File: config.mk
export PLATFORM = sky130hd
export DESIGN_NAME = alu_top_flat
export DESIGN_NICKNAME = d
export VERILOG_FILES = /design/src/rtl/alu_pkg.sv /design/src/rtl/alu_if.sv /design/src/rtl/alu_core.sv /design/src/rtl/alu_shifter.sv /design/src/rtl/alu_top.sv /design/src/flat_wrapper.sv
export SDC_FILE = /design/constraint.sdc
export NUM_CORES = 1
export LEC_CHECK = 0
export ABC_AREA = 1
export BUFFER_PORTS_ARGS = -buffer_cell sky130_fd_sc_hd__buf_2
export CORE_MARGIN = 3
export CORE_UTILIZATION = 50
export DETAILED_ROUTE_END_ITERATION = 8
export PLACE_DENSITY = 0.81
export SYNTH_ARGS = -nofsm -noshare
export SYNTH_HDL_FRONTEND = slang
export SYNTH_SLANG_ARGS = --single-unit
File: constraint.sdc
create_clock -name clk -period 1 [get_ports clk]
set_clock_uncertainty 0.15 [all_clocks]
set_input_delay 0.3 -clock clk [delete_from_list [all_inputs] [get_ports clk]]
set_output_delay 0.3 -clock clk [all_outputs]
set_load 0.005 [all_outputs]
File: src/rtl/alu_pkg.sv
// alu_pkg: shared constants and types for the registered ALU.
//   WIDTH          default datapath width
//   alu_op_e       ALUControl operation codes
//   FLAG_N/Z/C/V   bit positions inside ALUFlags ({N,Z,C,V} = bits 3..0)
package alu_pkg;

  localparam int WIDTH = 5;

  typedef enum logic [2:0] {
    ALU_ADD = 3'b000,
    ALU_SUB = 3'b001,
    ALU_AND = 3'b010,
    ALU_OR  = 3'b011,
    ALU_XOR = 3'b100,
    ALU_BIC = 3'b101,
    ALU_MOV = 3'b110,
    ALU_MVN = 3'b111
  } alu_op_e;

  localparam int FLAG_N = 3;
  localparam int FLAG_Z = 2;
  localparam int FLAG_C = 1;
  localparam int FLAG_V = 0;

endpackage

File: src/rtl/alu_if.sv
// alu_if: operand/result bundle of the execute-stage ALU.
//   master: drives a, b, bshift, select, ALUControl; observes Result, ALUFlags
//   slave : the ALU itself
// Handshake: none. The ALU accepts a new operation on every rising clk edge
// and presents its result one cycle later; there is no valid or ready.
interface alu_if #(parameter int WIDTH = 5);
  logic [WIDTH-1:0] a;
  logic [WIDTH-1:0] b;
  logic [1:0]       bshift;
  logic             select;
  logic [2:0]       ALUControl;
  logic [WIDTH-1:0] Result;
  logic [3:0]       ALUFlags;

  modport master (
    output a, b, bshift, select, ALUControl,
    input  Result, ALUFlags
  );

  modport slave (
    input  a, b, bshift, select, ALUControl,
    output Result, ALUFlags
  );
endinterface

File: src/rtl/alu_core.sv
// alu_core: combinational operation and NZCV flag logic.
//   a, bp (already shifted operand), op -> result, flags {N,Z,C,V}
// C and V are meaningful only for ADD/SUB; all other ops force them to 0.
module alu_core
  import alu_pkg::*;
#(
  parameter int WIDTH = 5
) (
  input  logic [WIDTH-1:0] a,
  input  logic [WIDTH-1:0] bp,
  input  alu_op_e          op,
  output logic [WIDTH-1:0] result,
  output logic [3:0]       flags
);

  logic [WIDTH:0]   sum;
  logic [WIDTH-1:0] bm;
  logic             carry;
  logic             ovf;

  always_comb begin
    sum    = '0;
    bm     = '0;
    result = '0;
    carry  = 1'b0;
    ovf    = 1'b0;
    case (op)
      ALU_ADD, ALU_SUB: begin
        // SUB is a + ~B' + 1, so C = 1 means no borrow.
        bm     = (op == ALU_SUB) ? ~bp : bp;
        sum    = {1'b0, a} + {1'b0, bm} + {{WIDTH{1'b0}}, (op == ALU_SUB)};
        result = sum[WIDTH-1:0];
        carry  = sum[WIDTH];
        // Overflow: same-sign addends producing a sum of the other sign.
        ovf    = (a[WIDTH-1] == bm[WIDTH-1]) && (result[WIDTH-1] != a[WIDTH-1]);
      end
      ALU_AND: result = a & bp;
      ALU_OR:  result = a | bp;
      ALU_XOR: result = a ^ bp;
      ALU_BIC: result = a & ~bp;
      ALU_MOV: result = bp;
      ALU_MVN: result = ~bp;
      default: result = '0;
    endcase
  end

  always_comb begin
    flags         = '0;
    flags[FLAG_N] = result[WIDTH-1];
    flags[FLAG_Z] = (result == '0);
    flags[FLAG_C] = carry;
    flags[FLAG_V] = ovf;
  end

endmodule

File: src/rtl/alu_shifter.sv
// alu_shifter: combinational generation of the second operand B'.
//   b, bshift, select -> bp
// With ALU_SHIFTER_EN defined, bp = select ? (b << bshift) : b, where bits
// shifted past the MSB are dropped and zeros enter at the LSB.
// Without ALU_SHIFTER_EN, bp = b and select/bshift are ignored.
module alu_shifter #(
  parameter int WIDTH = 5
) (
  input  logic [WIDTH-1:0] b,
  input  logic [1:0]       bshift,
  input  logic             select,
  output logic [WIDTH-1:0] bp
);

`ifdef ALU_SHIFTER_EN
  logic [WIDTH-1:0] shifted;

  // Result width is that of b, so overflowing bits are truncated.
  assign shifted = b << bshift;
  assign bp      = select ? shifted : b;
`else
  logic unused_shift;

  assign unused_shift = ^{bshift, select};
  assign bp           = b;
`endif

endmodule

File: src/rtl/alu_top.sv
// alu_top: registered WIDTH-bit ALU with optionally barrel-shifted B operand.
//   clk   : rising-edge clock
//   reset : asynchronous active-high, clears Result and ALUFlags
//   bus   : alu_if.slave (a, b, bshift, select, ALUControl in;
//           Result, ALUFlags out, one cycle after the inputs are sampled)
// Optional feature: define ALU_SHIFTER_EN to compile in the operand shifter.
module alu_top
  import alu_pkg::*;
#(
  parameter int WIDTH = alu_pkg::WIDTH
) (
  input  logic clk,
  input  logic reset,
  alu_if.slave bus
);

  logic [WIDTH-1:0] bp;
  logic [WIDTH-1:0] result_d;
  logic [3:0]       flags_d;

  alu_shifter #(.WIDTH(WIDTH)) u_shifter (
    .b      (bus.b),
    .bshift (bus.bshift),
    .select (bus.select),
    .bp     (bp)
  );

  alu_core #(.WIDTH(WIDTH)) u_core (
    .a      (bus.a),
    .bp     (bp),
    .op     (alu_op_e'(bus.ALUControl)),
    .result (result_d),
    .flags  (flags_d)
  );

  always_ff @(posedge clk or posedge reset) begin
    if (reset) begin
      bus.Result   <= '0;
      bus.ALUFlags <= '0;
    end else begin
      bus.Result   <= result_d;
      bus.ALUFlags <= flags_d;
    end
  end

endmodule

File: src/flat_wrapper.sv
// flat-port wrapper written by rule: the top's interface ports become plain ports
module alu_top_flat import alu_pkg::*;
#(
  parameter int WIDTH = alu_pkg::WIDTH
)
  (clk, reset, bus_a, bus_b, bus_bshift, bus_select, bus_ALUControl, bus_Result, bus_ALUFlags);
  alu_if #(.WIDTH(WIDTH)) bus_i ();
  input  logic clk;
  input  logic reset;
  input wire logic [$bits(bus_i.a)-1:0] bus_a;
  input wire logic [$bits(bus_i.b)-1:0] bus_b;
  input wire logic [$bits(bus_i.bshift)-1:0] bus_bshift;
  input wire logic [$bits(bus_i.select)-1:0] bus_select;
  input wire logic [$bits(bus_i.ALUControl)-1:0] bus_ALUControl;
  output wire logic [$bits(bus_i.Result)-1:0] bus_Result;
  output wire logic [$bits(bus_i.ALUFlags)-1:0] bus_ALUFlags;
  assign bus_i.a = bus_a;
  assign bus_i.b = bus_b;
  assign bus_i.bshift = bus_bshift;
  assign bus_i.select = bus_select;
  assign bus_i.ALUControl = bus_ALUControl;
  assign bus_Result = bus_i.Result;
  assign bus_ALUFlags = bus_i.ALUFlags;
  alu_top #(.WIDTH(WIDTH)) u_core (.clk(clk), .reset(reset), .bus(bus_i));
endmodule
==> results.md, run 1 <==
* Syn_area_per_cell at 6.10 µm²
* Yosys warning count at 0
* Horiz. Die Dim at 49.2 µm
* Syn nets at 181
* Root buffer cell: clkbuf_4
* EDFF count, synth at 0
* Post-synth top area cell: dfrtp_1
* Worst_ep kind: sequential cell input
* HPWL Detailed at 2260 µm
* Failed at: 5_1_grt
* Largest cells by area after synthesis: dfrtp_1 21%, nand2_1 19%, ha_1 12%
* Die height at between 40 and 50 µm
* Largest net degree at the start of global routing at 15
* Top FF cell, synth: dfrtp_1
* Initial cell density of the core at 57.3%
* Sequential-to-total area share from yosys stat at 21.4%
* Asr flop ratio synth at 100%
* CTS H-tree lvls at 1
* CTS max path bufs at 2
* Number of CTS-inserted buffers at 3
* # rows at 14
* Clock Sinks at 8
* I/O Pins at 27
* Error msg: [ERROR DPL-0038] Utilization greater than 100%, impossible to legalize
* Mapped Cells at 153
* Yosys cell types at 18
* Status: did not finish
* Number of port buffers at 23
* Worst endpoint after global-route timing repair: u_core.bus.ALUFlags[2]$_DFF_PP0_/D
* Yosys top cell area share at 21.4%
* Synthesized area at a little over 900 µm²
* Final RePlAce weighted congestion at between 0.8 and 0.9
* FF+latch count, synth at 8
==> synth_stat cells (2+ instances only) <==
cell and n:
inv_1 27, a21oi_1 4, nand3_1 22, ha_1 9
nand4_1 5, o21ai_0 3, nand2_1 47, nor2_1 14
xor2_1 4, buf_4 2, dfrtp_1 8, buf_2 2
==> cell families after synthesis <==
| logic type | count (synthesis) | synth area share (%) |
|---|---|---|
| fa+ha+maj | 10 | 14.2 |
| flops | 8 | 21.4 |
| xor+xnor | 5 | 4.69 |
| compound gates | 8 | 4.42 |
| simple gates | 91 | 41.7 |
| buf+inv | 31 | 13.5 |
==> through the flow <==
stage / std cells / utilization (%) / instance area [µm²] / setup slack (ns)
after floorplan: 153 / - / 1080 / -0.875
after global placement: 222 / 84.5 / 1380 / -1.02
after detailed placement: 222 / 84.5 / 1380 / -1.10
after CTS: 235 / 95.3 / 1550 / -0.793
==> repair_timing <==
| item | CTS |
|---|---|
| setup buffers | 10 |
| hold buffers | 1 |
| endpoints found under the setup margin | 17 |
| pin swaps | 8 |
| resized for setup | 14 |
| endpoints found under the hold margin | 8 |
==> inputs of run 2 (changes only) <==
--- a/config.mk
+++ b/config.mk
@@ -7,10 +7,10 @@
 export LEC_CHECK = 0
 export ABC_AREA = 1
 export BUFFER_PORTS_ARGS = -buffer_cell sky130_fd_sc_hd__buf_2
-export CORE_MARGIN = 3
-export CORE_UTILIZATION = 50
+export CORE_AREA = 3 3 64 66
 export DETAILED_ROUTE_END_ITERATION = 8
-export PLACE_DENSITY = 0.81
+export DIE_AREA = 0 0 67 69
+export PLACE_DENSITY_LB_ADDON = 0.15
 export SYNTH_ARGS = -nofsm -noshare
 export SYNTH_HDL_FRONTEND = slang
 export SYNTH_SLANG_ARGS = --single-unit
==> run 2 against run 1 <==
- synthesized cell count unchanged
- area after synthesis unchanged
- the flow now finishes, with violations (negative setup slack)
==> results.md, run 2 <==
* Pint at 1060 µW
* DRT Wirelength at 3050 µm
* Number of port buffers at 23 (unchanged)
* Post-synth top area cell: dfrtp_1 (unchanged)
* Final RePlAce weighted congestion at 0.817 (was 0.879)
* Largest regs: u_core.bus.ALUFlags (4), u_core.bus.Result (4)
* Global route overflow at 0
* Full die area at about 4600 µm²
* Layout area overhead at 94.4%
* Final worst slack at -0.855 ns
* Routed wire per std cell at 11.3 µm
* Initial cell density of the core at 25.7% (was 57.3%)
* Worst Path Arrival at 1.86 ns
* PwrDens at 878 nW/µm²
* HPWL Detailed at 2430 µm (was 2260 µm)
* Status: finished with violations (was did not finish)
* Non-Filler Instances at 269
* HP Start: bus_a[4]
* Sequential-to-total area share from yosys stat at 21.4% (unchanged)
* DRC viols at 0
* Slew Viols, Final at 0
* Static Leak at roughly 0.00095 µW
* Area of the multi-input gates at ~860 µm²
* Post-DRT Antenna Nets at 0
* Combinational power share at approximately 53%
* RSZ-0062 raised after global routing: true
* Hold path cells at 4
* Nets at 251
* Relative slew slack at 84.3%
* Yosys warning count at 0 (unchanged)
* I/O Pins at 27 (unchanged)
* CTS H-tree lvls at 1 (unchanged)
* Worst-path clk slew at 0.04 ns
* Switch Pwr at 530 µW
* Horiz. Die Dim at 67 µm (was 49.2 µm)
* Final Hold Vio Count at 0
* Achievable Freq at 539 MHz
* Number of CTS-inserted buffers at 3 (unchanged)
* Seq pwr share at 23.4%
* Maximum fanout along the worst path at 4
* Routed via count at 1210
* CTS tree: built
* DR vias/cell at 4.50
* Yosys cell types at 18 (unchanged)
* Fill count at 363
* Iter 0 DRT Violations at 41
* Clock share of power at 23.2%
* Synthesized area at 933 µm² (unchanged)
* Syn_area_per_cell at 6.10 µm² (unchanged)
* Crit-path cells: buf_8, nor2_4, nand2_4, xor2_1, inv_1, ha_4, a21oi_4, nand3_1, nand3_2, nand3_2, nor2_2, nand2_1, nor2_1
* Synth top cells by count: 47 x nand2_1, 27 x inv_1, 22 x nand3_1 (unchanged)
* Largest net degree at the start of global routing at 15
* TritonRoute pass-1 iters at 4
* Startpoint Class: primary input
* Sequential standard cell area at roughly 200 µm²
* Number of global-route vias before repair at 1147
* CTS max path bufs at 2 (unchanged)
* Max VDD drop at 0.000353 V
* Worst Hold Endpoint: u_core.bus.ALUFlags[1]
* Largest cells by area after synthesis: dfrtp_1 21%, nand2_1 19%, ha_1 12% (unchanged)
* Maxcap violations at 0
* First-pass GRT wire length at roughly 5000 µm
* Crit. path cell count at 13
* Clock Sinks at 8 (unchanged)
* FF+latch count, synth at 8 (unchanged)
* Top FF cell, synth: dfrtp_1 (unchanged)
* Area of the core at 3630 µm²
* Sw frac at between 30% and 40%
* CP Class: in2reg
* Worst EP required at 1.01 ns
* Failing checks: negative setup slack
* Syn nets at 181 (unchanged)
* Ratio of final minimum period to clock period at 185%
* Root buffer cell: clkbuf_8 (was clkbuf_4)
* Crit path largest cell delay at 0.25 ns
* Most frequent cell after synthesis: nand2_1 (unchanged)
* Asr flop ratio synth at 100% (unchanged)
* Share of cells above drive strength 1 at 50.2%
* Most frequent cells in the layout: 37 x nand2_1, 35 x buf_4, 22 x inv_1
* Mapped Cells at 153 (unchanged)
* CP dominant cell by count: nand3_2
* Setup Viol. Count Final at 17
* GRT Overall Usage at a little over an eighth
* Critical Path End Type: flop
* Commonest non-fill, non-tap cell in the layout: nand2_1
* Final Core Density at between 40% and 50%
* # placed instances at 253 (was 222)
* Yosys top cell area share at 21.4% (unchanged)
* Diode count at 0
* Worst path bufs/invs at 2
* # rows at 22 (was 14)
* Worst slew pin tran at 0.234 ns
* Crit path time final at 1.85 ns
* EDFF count, synth at 0 (unchanged)
* Pwr Total at between 1500 and 2000 µW
* Initial antenna violation count at 0
* Die height at 69 µm (was 49.2 µm)
* Delay-heaviest family, CP: simple AND/OR/NAND/NOR gates
* Slowest CP cell: ha_4
* Worst min path class: in2reg
[run 2: cell counts after synthesis]
Identical to the previous run, type by type.
[run 2: layout make-up]
| cell class | count | area share, % |
|---|---|---|
| tap | 48 | 3.31 |
| multi-input combinational | 114 | 47.3 |
| timing repair buffer | 69 | 29.8 |
| clock buffer | 3 | 2.28 |
| sequential | 8 | 11.0 |
| inverter | 27 | 6.28 |
[run 2: how the worst max path moves through the flow]
stage	from	end
floorplan	bus_ALUControl[1]	u_core.bus.ALUFlags[2]
global placement	bus_ALUControl[1]	u_core.bus.ALUFlags[2]
detailed placement	bus_ALUControl[1]	u_core.bus.ALUFlags[2]
CTS	bus_ALUControl[2]	u_core.bus.ALUFlags[2]
global route	bus_ALUControl[1]	u_core.bus.ALUFlags[2]
finish	bus_ALUControl[1]	u_core.bus.ALUFlags[2]
[run 2: repair_timing]
item / in CTS / in global routing
gates resized for setup: 12 / 34
endpoints found under the setup margin: 17 / 25
buffers inserted: 3 / 10
hold buffers: 1 / 0
endpoints found under the hold margin: 8 / 0
gates cloned: 0 / 0
pin swaps: 4 / 15
[run 2: power groups by stage]
stage	sequential (µW)	combinational (µW)	clock (µW)
detailed placement	378	639	0
global placement	377	634	0
floorplan	385	353	0
global route	375	937	389
CTS	373	697	379
finish	372	851	370
[run 2: metrics by stage]
step / hold slack [ns] / setup TNS [ns] / worst slack, ns / area [µm²]
final: 0.364 / -7.05 / -0.855 / 1810
after global routing: 0.391 / -7.97 / -1.00 / 1810
after CTS: 0.350 / -6.80 / -0.820 / 1590
after detailed placement: 0.0987 / -7.67 / -1.09 / 1460
after global placement: 0.0918 / -7.49 / -1.05 / 1460
after floorplan: -0.0343 / -5.06 / -0.875 / 1080
[run 2: routing by layer]
layer	part of all wire, %	track usage, %	up-vias
met5	0	0	-
met4	1.7	6.08	0
met3	3.9	0.977	7
met2	50	22.7	27
met1	44	17.1	558
li1	-	-	618
[run 2: logic make-up (layout without fill, tap and decap cells)]
group | count (synthesis) | in the layout | share of synthesized area, %
simple gates | 91 | 91 | 41.7
buf+inv | 31 | 99 | 13.5
fa+ha+maj | 10 | 10 | 14.2
compound gates | 8 | 8 | 4.42
flops | 8 | 8 | 21.4
xor+xnor | 5 | 5 | 4.69
No activity file was read; power rests on OpenSTA's default activity.
==> inputs of run 3 (changes only) <==
==> constraint.sdc (replaced) <==
create_clock -name clk -period 2.3 [get_ports clk]
set_clock_uncertainty 0.15 [all_clocks]
set_input_delay 0.69 -clock clk [delete_from_list [all_inputs] [get_ports clk]]
set_output_delay 0.69 -clock clk [all_outputs]
set_load 0.005 [all_outputs]
==> run 3 against run 2 <==
- the flow now finishes without violations
- power shrank 62%
- first-iteration DRC count shrank 15%
- core utilization shrank 10 points
- critical path depth grew 1
- die area is the same
- clock power shrank 58%
- count of clock-buffer cells in the layout is the same
- sequential power shrank 56%
- largest cell class unchanged
- largest power group unchanged
- highest routed layer is now met3
==> results.md, run 3 (same netlist as run 2, synthesis figures left out) <==
* Largest net degree at the start of global routing at 15 (unchanged)
* Nets at 229 (was 251)
* Non-Filler Instances at 247 (was 269)
* Combinational power share at 46.7% (was 53.4%)
* Routed wire per std cell at 10.7 µm (was 11.3 µm)
* PwrDens at 413 nW/µm² (was 878 nW/µm²)
* Layout area overhead at 55.1% (was 94.4%)
* Critical Path End Type: flop (unchanged)
* Final Core Density at 39.8% (was 49.9%)
* Startpoint Class: primary input (unchanged)
* Share of cells above drive strength 1 at 35.7% (was 50.2%)
* Global routing's busiest layer: met2 (unchanged)
* Routed via count at 1074 (was 1210)
* Status: finished, final reports clean (was finished with violations)
* Largest regs: u_core.bus.ALUFlags (4), u_core.bus.Result (4) (unchanged)
* Horiz. Die Dim at 67 µm (unchanged)
* Clock Sinks at 8 (unchanged)
* Crit path largest cell delay at 0.37 ns (was 0.25 ns)
* CTS tree: built (unchanged)
* Most frequent cells in the layout: 43 x nand2_1, 25 x inv_1, 24 x buf_4 (was 37 x nand2_1, 35 x buf_4, 22 x inv_1)
* Final RePlAce weighted congestion at 0.793 (was 0.817)
* GRT Overall Usage at 11.1% (was 13.5%)
* Full die area at 4620 µm² (unchanged)
* RSZ-0062 raised after global routing: true (unchanged)
* Achievable Freq at 452 MHz
* Ratio of final minimum period to clock period at 96.2%
* Static Leak at 0.000814 µW (was 0.000949 µW)
* # rows at 22 (unchanged)
* Maxcap violations at 0 (unchanged)
* Setup Viol. Count Final at 0 (was 17)
* Maximum fanout along the worst path at 4 (unchanged)
* Sw frac at 32.0% (was 33.3%)
* Initial antenna violation count at 0 (unchanged)
* # placed instances at 240 (was 253)
* Place WS at -0.327 ns (was -1.09 ns)
* Number of CTS-inserted buffers at 3 (unchanged)
* Diode count at 0 (unchanged)
* Initial cell density of the core at 25.7% (unchanged)
* First-pass GRT wire length at 4170 µm (was 4910 µm)
* Setup TNS at 0 ns (was -7.05 ns)
* Fill count at 414 (was 363)
* I/O Pins at 27 (unchanged)
* Met2 usage at 17.5% (was 22.7%)
* Area of the core at 3630 µm² (unchanged)
* Final hold slack at 0.249 ns (was 0.364 ns)
* DRC viols at 0 (unchanged)
* Final Hold Vio Count at 0 (unchanged)
* Die height at 69 µm (unchanged)
* Worst min path class: in2async (was in2reg)
* Pint at 406 µW (was 1060 µW)
* Max VDD drop at 0.000120 V (was 0.000353 V)
* Worst path bufs/invs at 2 (unchanged)
* Worst Path Arrival at 2.21 ns (was 1.86 ns)
* Commonest non-fill, non-tap cell in the layout: nand2_1 (unchanged)
* Number of global-route vias before repair at 966 (was 1147)
* Iter 0 DRT Violations at 35 (was 41)
* Slowest CP cell: fa_2 (was ha_4)
* Relative slew slack at 78.6% (was 84.3%)
* Worst-path clk slew at 0.04 ns (about the same)
* Crit-path cells: buf_8, nor2_4, nand2_4, xor2_2, fa_2, inv_2, nand3_4, nand2_2, nand2_2, nand3_2, nand3_2, nor2_2, nand2_1, nor2_1 (was buf_8, nor2_4, nand2_4, xor2_1, inv_1, ha_4, a21oi_4, nand3_1, nand3_2, nand3_2, nor2_2, nand2_1, nor2_1)
* HPWL Detailed at 2130 µm (was 2430 µm)
* Global route overflow at 0 (unchanged)
* TritonRoute pass-1 iters at 4 (unchanged)
* Delay-heaviest family, CP: simple AND/OR/NAND/NOR gates (unchanged)
* CTS max path bufs at 2 (unchanged)
* CP Class: in2reg (unchanged)
* DR vias/cell at 4.35 (was 4.50)
* Post-DRT Antenna Nets at 0 (unchanged)
* DRT Wirelength at 2650 µm (was 3050 µm)
* Worst EP required at 2.30 ns (was 1.01 ns)
* Final worst slack at 0.0877 ns (was -0.855 ns)
* Switch Pwr at 191 µW (was 530 µW)
* Crit. path cell count at 14 (was 13)
* Slew Viols, Final at 0 (unchanged)
* Root buffer cell: clkbuf_8 (unchanged)
* Crit path time final at between 2 and 2.5 ns
* M3 GR Usage at 0.651% (was 0.977%)
* Number of port buffers at 23 (unchanged)
* Met1 usage at 16.2% (was 17.1%)
* Clock share of power at 26.2% (was 23.2%)
* Worst slew pin tran at 0.320 ns (was 0.234 ns)
* Seq pwr share at 27.1% (was 23.4%)
* CTS H-tree lvls at 1 (unchanged)
run 3: changes by cell type in the layout (fill, tap and decap cells not counted), sizes merged:
cell / delta
buf: -20
clkbuf: -1
clkinvlp: -2
dlygate4sd3: -1
inv: +2
run 3: area by class of cell:
class / count / area, µm² / area share (%)
Multi-Input combinational cell: 114 / 733 / 50.6
Clock buffer: 3 / 41.3 / 2.85
Timing Repair Buffer: 47 / 312 / 21.5
Tap cell: 48 / 60.1 / 4.15
Sequential cell: 8 / 200 / 13.8
Inverter: 27 / 101 / 7.00
run 3: final timing paths:
path	from	to	slack [ns]
worst min-delay path	reset	u_core.bus.ALUFlags[1]	0.25
worst max-delay path	bus_ALUControl[1]	u_core.bus.ALUFlags[2]	0.09
max in group asynchronous	reset	u_core.bus.Result[0]	1.54
min in group clk	bus_a[4]	u_core.bus.ALUFlags[0]	0.67
run 3: per-layer routing:
layer / wire length, µm / up-vias / share of wire [%]
li1: - / 571 / -
met1: 1270 / 477 / 48
met2: 1270 / 26 / 48
met3: 105 / 0 / 4.0
met4: 0 / 0 / 0
met5: 0 / - / 0
run 3: metrics by stage:
stage	cell area (µm²)	power, µW
detailed placement	1270	398
floorplan	966	297
finish	1450	598
CTS	1360	575
global placement	1270	395
global route	1450	650
run 3: power by group through the flow:
| stage | clock network, µW | registers [µW] | logic (µW) |
|---|---|---|---|
| floorplan | 0 | 168 | 129 |
| global placement | 0 | 164 | 231 |
| detailed placement | 0 | 164 | 234 |
| CTS | 161 | 162 | 251 |
| global route | 172 | 163 | 316 |
| finish | 157 | 162 | 279 |
run 3: timing repair:
action                                  in CTS  in global routing
pin swaps                                    6                  4
endpoints found under the hold margin        0                  0
gates resized for setup                      6                 16
endpoints found under the setup margin       3                  4
hold buffers                                 0                  0
buffers inserted                             3                  1
==> inputs of run 4 (changes only) <==
--- a/config.mk
+++ b/config.mk
@@ -11,6 +11,7 @@
 export DETAILED_ROUTE_END_ITERATION = 8
 export DIE_AREA = 0 0 67 69
 export PLACE_DENSITY_LB_ADDON = 0.15
+export RECOVER_POWER = 50
 export SYNTH_ARGS = -nofsm -noshare
 export SYNTH_HDL_FRONTEND = slang
 export SYNTH_SLANG_ARGS = --single-unit
==> run 4 against run 3 <==
- wire length stayed put
- maximum frequency stayed put
- highest routed layer unchanged
- largest power group unchanged
- critical path depth stayed put
- final cell count stayed put
- count of clock-buffer cells in the layout stayed put
- global-route usage stayed put
==> results.md, run 4 (same netlist as run 2, synthesis figures left out) <==
* # rows at 22 (unchanged)
* Commonest non-fill, non-tap cell in the layout: nand2_1 (unchanged)
* DR vias/cell at 4.34 (was 4.35)
* Achievable Freq at 452 MHz (unchanged)
* Post-DRT Antenna Nets at 0 (unchanged)
* Ratio of final minimum period to clock period at 96.2% (unchanged)
* RSZ-0062 raised after global routing: true (unchanged)
* Area of the core at 3630 µm² (unchanged)
* Post-DP Area at 1270 µm² (unchanged)
* Worst-path clk slew at 0.04 ns (about the same)
* Slew Viols, Final at 0 (unchanged)
* Largest regs: u_core.bus.ALUFlags (4), u_core.bus.Result (4) (unchanged)
* CTS tree: built (unchanged)
* TritonRoute pass-1 iters at 4 (unchanged)
* Sequential standard cell area at 200 µm² (unchanged)
* CTS Hold Buffers Added at 0 (unchanged)
* Crit path time final at 2.21 ns (unchanged)
* Full die area at 4620 µm² (unchanged)
* Sw frac at 32.1% (was 32.0%)
* Status: finished, final reports clean (unchanged)
* DRC viols at 0 (unchanged)
* Global route overflow at 0 (unchanged)
* Horiz. Die Dim at 67 µm (unchanged)
* Nets at 229 (unchanged)
* I/O Pins at 27 (unchanged)
* Worst EP required at 2.30 ns (about the same)
* Switch Pwr at 192 µW (was 191 µW)
* Iter 0 DRT Violations at 35 (unchanged)
* HPWL Detailed at 2130 µm (unchanged)
* Number of port buffers at 23 (unchanged)
* Fin area at 1450 µm² (about the same)
* Combinational power share at 46.6% (was 46.7%)
* CP Class: in2reg (unchanged)
* Number of global-route vias before repair at 966 (unchanged)
* Fill count at 416 (was 414)
* Pint at 406 µW (about the same)
* Number of CTS-inserted buffers at 3 (unchanged)
* Maxcap violations at 0 (unchanged)
* Place WS at -0.327 ns (unchanged)
* Max VDD drop at 0.000120 V (about the same)
* Worst slew pin tran at 0.320 ns (unchanged)
* GRT Overall Usage at 11.1% (unchanged)
* Seq pwr share at 27.1% (about the same)
* CTS H-tree lvls at 1 (unchanged)
* Critical Path End Type: flop (unchanged)
* Setup Viol. Count Final at 0 (unchanged)
* Clock share of power at 26.2% (about the same)
* DRT Wirelength at 2650 µm (unchanged)
* Clock Sinks at 8 (unchanged)
* Relative slew slack at 78.6% (unchanged)
* Final Hold Vio Count at 0 (unchanged)
* First-pass GRT wire length at 4170 µm (unchanged)
* CTS max path bufs at 2 (unchanged)
* Static Leak at 0.000805 µW (was 0.000814 µW)
* Share of cells above drive strength 1 at 34.7% (was 35.7%)
* Worst min path class: in2async (unchanged)
* Routed via count at 1072 (was 1074)
* Diode count at 0 (unchanged)
* Area of the multi-input gates at 733 µm² (unchanged)
* Initial cell density of the core at 25.7% (unchanged)
* PwrDens at 413 nW/µm² (about the same)
* Die height at 69 µm (unchanged)
* Final RePlAce weighted congestion at 0.793 (unchanged)
* Final Core Density at 39.8% (about the same)
* Largest net degree at the start of global routing at 15 (unchanged)
* Routed wire per std cell at 10.7 µm (unchanged)
* Layout area overhead at 54.8% (was 55.1%)
* Root buffer cell: clkbuf_8 (unchanged)
* Startpoint Class: primary input (unchanged)
* Maximum fanout along the worst path at 4 (unchanged)
* Most frequent cells in the layout: 43 x nand2_1, 25 x inv_1, 24 x buf_4 (unchanged)
* Final worst slack at 0.0877 ns (unchanged)
* Worst Path Arrival at 2.21 ns (about the same)
* Initial antenna violation count at 0 (unchanged)
## run 4: timing repair
item | 4_1_cts | 5_1_grt
setup buffers | 3 | 1
pin swaps | 6 | 4
setup endpoints to repair | 3 | 4
resized for setup | 6 | 16
## run 4: path summary, 6_finish.rpt
kind / slack (ns) / endpoint / start
min in group clk: 0.67 / u_core.bus.ALUFlags[0] / bus_a[4]
hold / removal: 0.25 / u_core.bus.ALUFlags[1] / reset
setup / recovery: 0.09 / u_core.bus.ALUFlags[2] / bus_ALUControl[1]
max in group asynchronous: 1.54 / u_core.bus.Result[0] / reset
## run 4: area by class of cell
class                   instances  area share (%)
multi-input cells             114            50.7
repair buffers                 47            21.4
flip-flops and latches          8            13.9
inverters                      27            7.01
well taps                      48            4.16
clock buffers                   3            2.86
## run 4: critical path, cell delays in order
cell and delay, ns:
buf_8 0.10, nor2_4 0.14, nand2_4 0.10, xor2_2 0.16, fa_2 0.37, inv_2 0.08, nand3_4 0.07, nand2_2 0.08
nand2_2 0.05, nand3_2 0.06, nand3_2 0.08, nor2_2 0.08, nand2_1 0.06, nor2_1 0.09
## run 4: through the flow
stage	hold WS [ns]	instances	TNS, ns	power [µW]
floorplan	0.356	153	0	297
global placement	0.480	240	-0.973	395
detailed placement	0.486	240	-1.15	398
CTS	0.253	246	0	575
global route	0.276	247	-0.0849	650
finish	0.247	247	0	597
## run 4: power by group through the flow
stage | sequential, µW | combinational (µW) | clock, µW
after floorplan | 168 | 129 | 0
after global placement | 164 | 231 | 0
after detailed placement | 164 | 234 | 0
after CTS | 162 | 251 | 161
after global routing | 163 | 315 | 172
final | 162 | 279 | 157
## run 4: metal layers
layer  global-route usage, %  routed length [µm]  up-vias
met2                    17.5                1270       26
met5                       0                   0        -
met3                   0.651                 111        0
met1                    16.2                1260      475
li1                        -                   -      571
met4                    2.70                   0        0
